<file path="src/rtl/hub_special_pkg.sv">
// hub_special_pkg: shared constants and helpers for the FP HUB special-case path.
//   - special_code_t / CASE_*: 3-bit operand codes from the special-case detector.
//   - inf_pat / zero_pat / one_pat: result patterns for the default HUB format
//     (HUB_E exponent bits, HUB_M mantissa bits), for callers at that format.
package hub_special_pkg;

  localparam int HUB_E            = 8;
  localparam int HUB_M            = 23;
  localparam int HUB_SPECIAL_CASE = 7;
  localparam int HUB_CW           = $clog2(HUB_SPECIAL_CASE);

  typedef logic [2:0] special_code_t;

  localparam special_code_t CASE_NONE   = 3'd0;
  localparam special_code_t CASE_INF_P  = 3'd1;
  localparam special_code_t CASE_INF_N  = 3'd2;
  localparam special_code_t CASE_ZERO_P = 3'd3;
  localparam special_code_t CASE_ZERO_N = 3'd4;
  localparam special_code_t CASE_ONE_P  = 3'd5;
  localparam special_code_t CASE_ONE_N  = 3'd6;

  function automatic logic [HUB_E+HUB_M:0] inf_pat(input logic s);
    return {s, {(HUB_E+HUB_M){1'b1}}};
  endfunction

  function automatic logic [HUB_E+HUB_M:0] zero_pat(input logic s);
    return {s, {(HUB_E+HUB_M){1'b0}}};
  endfunction

  // +/-1 in HUB format: only the exponent MSB is set.
  function automatic logic [HUB_E+HUB_M:0] one_pat(input logic s);
    return {s, 1'b1, {(HUB_E+HUB_M-1){1'b0}}};
  endfunction

endpackage

</file>
<file path="src/rtl/special_result_map.sv">
// special_result_map: combinational mapping of operand special codes to the
// product of a special-case multiplication.
//   x, y        : operands {sign, exponent, mantissa}
//   cx, cy      : operand special codes (values 7+ behave as "none")
//   z           : encoded special result
//   z_special   : z overrides the normal datapath
//   z_invalid   : the product was inf x 0
module special_result_map
  import hub_special_pkg::*;
#(
  parameter int M = 23,
  parameter int E = 8
) (
  input  logic [E+M:0]   x,
  input  logic [E+M:0]   y,
  input  special_code_t  cx,
  input  special_code_t  cy,
  output logic [E+M:0]   z,
  output logic           z_special,
  output logic           z_invalid
);

  logic s;
  logic x_inf, x_zero, x_one, x_none;
  logic y_inf, y_zero, y_one, y_none;

  always_comb begin
    s      = x[E+M] ^ y[E+M];
    x_inf  = (cx == CASE_INF_P)  || (cx == CASE_INF_N);
    x_zero = (cx == CASE_ZERO_P) || (cx == CASE_ZERO_N);
    x_one  = (cx == CASE_ONE_P)  || (cx == CASE_ONE_N);
    y_inf  = (cy == CASE_INF_P)  || (cy == CASE_INF_N);
    y_zero = (cy == CASE_ZERO_P) || (cy == CASE_ZERO_N);
    y_one  = (cy == CASE_ONE_P)  || (cy == CASE_ONE_N);
    // Illegal codes fall through every class and so act as "none".
    x_none = !(x_inf || x_zero || x_one);
    y_none = !(y_inf || y_zero || y_one);

    z         = '0;
    z_special = 1'b1;
    z_invalid = 1'b0;
    if ((x_inf && y_zero) || (y_inf && x_zero)) begin
      // inf x 0 always yields +inf regardless of operand signs.
      z         = {1'b0, {(E+M){1'b1}}};
      z_invalid = 1'b1;
    end else if (x_inf || y_inf) begin
      z = {s, {(E+M){1'b1}}};
    end else if (x_zero || y_zero) begin
      z = {s, {(E+M){1'b0}}};
    end else if (x_one && y_one) begin
      z = {s, 1'b1, {(E+M-1){1'b0}}};
    end else if (x_one && y_none) begin
      // +/-1 times a normal value: pass the other magnitude, fix the sign.
      z = {s, y[E+M-1:0]};
    end else if (y_one && x_none) begin
      z = {s, x[E+M-1:0]};
    end else begin
      z_special = 1'b0;
    end
  end

endmodule

</file>
<file path="src/rtl/special_result_encoder.sv">
// special_result_encoder: registered special-case product encoder with a
// valid/ready handshake and a 2-entry skid buffer (main + skid register).
//   clk, rst                 : clock, async active-high reset
//   in_valid / in_ready      : upstream handshake (in_ready registered)
//   X, Y                     : operands {sign, exponent, mantissa}
//   X/Y_special_case         : operand special codes
//   out_valid / out_ready    : downstream handshake
//   Z, z_special, z_invalid  : result beat, held while stalled
module special_result_encoder
  import hub_special_pkg::*;
#(
  parameter int M            = 23,
  parameter int E            = 8,
  parameter int SPECIAL_CASE = 7,
  localparam int CW          = $clog2(SPECIAL_CASE),
  localparam int W           = E + M + 1
) (
  input  logic          clk,
  input  logic          rst,
  input  logic          in_valid,
  output logic          in_ready,
  input  logic [W-1:0]  X,
  input  logic [W-1:0]  Y,
  input  logic [CW-1:0] X_special_case,
  input  logic [CW-1:0] Y_special_case,
  output logic          out_valid,
  input  logic          out_ready,
  output logic [W-1:0]  Z,
  output logic          z_special,
  output logic          z_invalid
);

  localparam logic [1:0] ST_EMPTY = 2'd0;
  localparam logic [1:0] ST_ONE   = 2'd1;
  localparam logic [1:0] ST_TWO   = 2'd2;

  // Beat layout: {z_invalid, z_special, Z}
  logic [W-1:0] map_z;
  logic         map_special, map_invalid;
  logic [W+1:0] beat;

  logic [1:0]   state_q, state_d;
  logic [W+1:0] main_q, main_d;
  logic [W+1:0] skid_q, skid_d;
  logic         in_ready_q, in_ready_d;
  logic         accept, pop;

  special_result_map #(.M(M), .E(E)) u_map (
    .x         (X),
    .y         (Y),
    .cx        (X_special_case),
    .cy        (Y_special_case),
    .z         (map_z),
    .z_special (map_special),
    .z_invalid (map_invalid)
  );

  assign beat      = {map_invalid, map_special, map_z};
  assign out_valid = (state_q != ST_EMPTY);
  assign in_ready  = in_ready_q;
  assign Z         = main_q[W-1:0];
  assign z_special = main_q[W];
  assign z_invalid = main_q[W+1];

  always_comb begin
    accept  = in_valid && in_ready_q;
    pop     = out_valid && out_ready;
    state_d = state_q;
    main_d  = main_q;
    skid_d  = skid_q;
    case (state_q)
      ST_EMPTY: if (accept) begin
        main_d  = beat;
        state_d = ST_ONE;
      end
      ST_ONE: begin
        if (accept && !pop) begin
          skid_d  = beat;
          state_d = ST_TWO;
        end else if (accept && pop) begin
          main_d  = beat;
        end else if (pop) begin
          state_d = ST_EMPTY;
        end
      end
      ST_TWO: if (pop) begin
        main_d  = skid_q;
        state_d = ST_ONE;
      end
      default: state_d = ST_EMPTY;
    endcase
    // Registered ready: low exactly while the skid register holds a beat.
    in_ready_d = (state_d != ST_TWO);
  end

  always_ff @(posedge clk or posedge rst) begin
    if (rst) begin
      state_q    <= ST_EMPTY;
      main_q     <= '0;
      skid_q     <= '0;
      in_ready_q <= 1'b1;
    end else begin
      state_q    <= state_d;
      main_q     <= main_d;
      skid_q     <= skid_d;
      in_ready_q <= in_ready_d;
    end
  end

endmodule

</file>
<file path="config.mk">
export PLATFORM = sky130hd
export DESIGN_NAME = special_result_encoder
export DESIGN_NICKNAME = d
export VERILOG_FILES = /design/src/rtl/hub_special_pkg.sv /design/src/rtl/special_result_map.sv /design/src/rtl/special_result_encoder.sv
export SDC_FILE = /design/constraint.sdc
export NUM_CORES = 1
export LEC_CHECK = 0
export CAP_MARGIN = 0
export CORE_MARGIN = 3
export CORE_UTILIZATION = 23
export CTS_BUF_LIST = sky130_fd_sc_hd__clkbuf_16
export DETAILED_ROUTE_END_ITERATION = 10
export GPL_TIMING_DRIVEN = 0
export SYNTH_ARGS = -nofsm -noshare
export SYNTH_HDL_FRONTEND = slang
export SYNTH_SLANG_ARGS = --single-unit
</file>
<file path="constraint.sdc">
create_clock -name clk -period 3 [get_ports clk]
set_clock_uncertainty 0.15 [all_clocks]
set_input_delay 0.45 -clock clk [delete_from_list [all_inputs] [get_ports clk]]
set_output_delay 0.45 -clock clk [all_outputs]
set_load 0.005 [all_outputs]
</file>
==> metrics.txt <==
antenna violations before repair 0; Hold Vio Cnt, Final 0; vias in the first global route around 4100; setup violators final 0; Final Critical Period 2420 ps; final slew viol count 0; area leader, netlist dfrtp_1; utilization after layout between 30% and 40%; PortBufs between 100 and 150; leakage power between 2 and 2.5 nW; clk root buf clkbuf_16; CP max FO 10; Mapped Cells 450; Top Usage Layer GRT met2; total power 4.57 mW; kind of critical path input port to register; critical path launch point type input port; H-tree depth 3; Required @ worst endpoint 3040 ps; Slew HR between 60 and 70%; CTS Sinks 71; sequential-to-total area share from yosys stat 44.6%; Data arrival, critical path 2460 ps; # IOs between 100 and 150; register bit total from synthesis 71; TritonCTS clock tree built; wire per inst about 18 um; Placer Congestion 0.835; count leader, synth nor2_1; DRT antenna net count 0; Setup Buffers After CTS 0; met2 usage about a quarter; row cnt 47; Final nets 644; Ant. Diodes 0; Tot GR Track Use 15.5%; layout cell share with drive strength beyond 1 8.17%; fin worst setup slack approximately 580 ps; top cells by count, synth nor2_1, dfrtp_1, a21oi_1, inv_1, a31oi_1; maximum clock rate 413 MHz; Hold Buf Count CTS 0; Synth async-reset ratio 100%; unrepaired setup endpoints after global routing false; crit path capture type register; core area about 17000 um^2; CTS max path bufs 2; dpl hpwl around 11000 um; Pwr Density 813 nW/um^2; largest net degree at the start of global routing 72; chip width ~140 um; drt total wl 14500 um; Synth top area share 43.9%; grt total ovfl 0; DRC 0; crit share post-route slightly above 80%; post-cts resize count 0; Die Y 138 um; largest cells by area after synthesis dfrtp_1, nor2_1, a22o_1, o2111ai_1, o211ai_1; clk_lat worst skew between 300 and 400 ps; Peak supply drop ~330 uV; First-pass DRT Iterations 5; die area around 19000 um^2; Post-Syn Area between 3000 and 4000 um^2; initial drt markers 420; pre-CTS setup slack between 300 and 400 ps; met3 Use GR under 10%; Post-synth EDFFs 0; average cell area after synthesis 8.87 um^2; status finished, final reports clean; Hold Crit Class register to register; Max Cap Viol 0; Least-Margin Pin Slew 576 ps; Synth cell types 41; first-pass GRT wire length about 22000 um; via count about 4100; Yosys warnings 0; Main synth FF type dfrtp_1; Post-Syn Nets around 520; post-route design area roughly 5600 um^2; area grow syn2layout 41.0%; placed cell areas about 5400 um^2; CTS Buf Count 9; Reg clk slew, reported paths roughly 50 ps; R2R setup slack between 800 and 900 ps; met1 Use GR 18.8%; DR vias/cell 5.12; Initial Util a little under a quarter
routing by layer:
metal | wire length (um) | up-vias
met5 | 0 | -
met4 | 232 | 0
met3 | 1290 | 17
met2 | 7220 | 164
met1 | 5770 | 1982
li1 | - | 1905
power by group:
| part | switching (mW) | leakage [nW] | internal (mW) | total [mW] |
|---|---|---|---|---|
| clock network | 0.395 | 0.133 | 0.538 | 0.934 |
| logic | 0.901 | 1.36 | 1.05 | 1.95 |
| registers | 0.266 | 0.828 | 1.43 | 1.69 |
| total | 1.56 | 2.32 | 3.01 | 4.57 |
state kept, by name, indices dropped and copies added, names as in the netlist:
name / flops
main_q: 34
state_q: 2
skid_q: 34
in_ready: 1
logic make-up (layout without fill, tap and decap cells):
| kind of cell | after synthesis | count (layout) | share of synthesized area, % |
|---|---|---|---|
| DFF | 71 | 71 | 44.6 |
| muxes | 4 | 4 | 1.03 |
| xor gates and xnor gates | 5 | 5 | 1.29 |
| and+or+nand+nor | 122 | 122 | 12.9 |
| buffers and inverters | 78 | 203 | 8.87 |
| AOI/OAI and AO/OA | 170 | 170 | 31.4 |
final timing paths:
kind,startpoint,to,cells past startpoint
worst min-delay path,main_q[32]$_DFFE_PP0P_,main_q[32]$_DFFE_PP0P_,1
worst max register to register,state_q[0]$_DFF_PP0_,main_q[3]$_DFFE_PP0P_,6
worst min register to register,main_q[32]$_DFFE_PP0P_,main_q[32]$_DFFE_PP0P_,1
worst max-delay path,Y_special_case[1],skid_q[30]$_DFFE_PP0P_,6
max in group asynchronous,rst,in_ready$_DFF_PP1_,3
min in group asynchronous,rst,main_q[8]$_DFFE_PP0P_,3
critical path: stages:
cell             delay, ps
clkdlybuf4s50_1        550
and3_1                 270
o211a_1                280
buf_2                  210
a211oi_1               530
a31oi_1                170
cells in the final DEF (no fill, tap or decap), drive strengths merged, types with 3 or more instances in the layout:
cell             n
a211oi           4
nor3             3
a22o            29
nor2            99
a21oi           36
nand2b           3
o211ai          30
buf             29
xnor2            3
clkbuf          27
mux2i            3
inv             35
o2111ai         29
dfrtp           70
clkinv           4
nand2            4
clkdlybuf4s50  108
a31oi           31
area by class of cell:
type	instances	area [um^2]
Inverter	32	123
Sequential cell	71	1780
Multi-Input combinational cell	301	1860
Tap cell	220	275
Fill cell	1705	11100
Clock buffer	9	225
Buffer	46	234
Timing Repair Buffer	109	1110
Clock inverter	7	26.3
metrics by stage:
stage                     setup TNS [ps]  hold WS, ps  cells
after global placement            -47120          316    778
after CTS                              0          330    795
final                                  0          324    795
after floorplan                        0          320    450
after detailed placement               0          318    779
after global routing                   0          367    795
(Power assumes the default switching activity.)
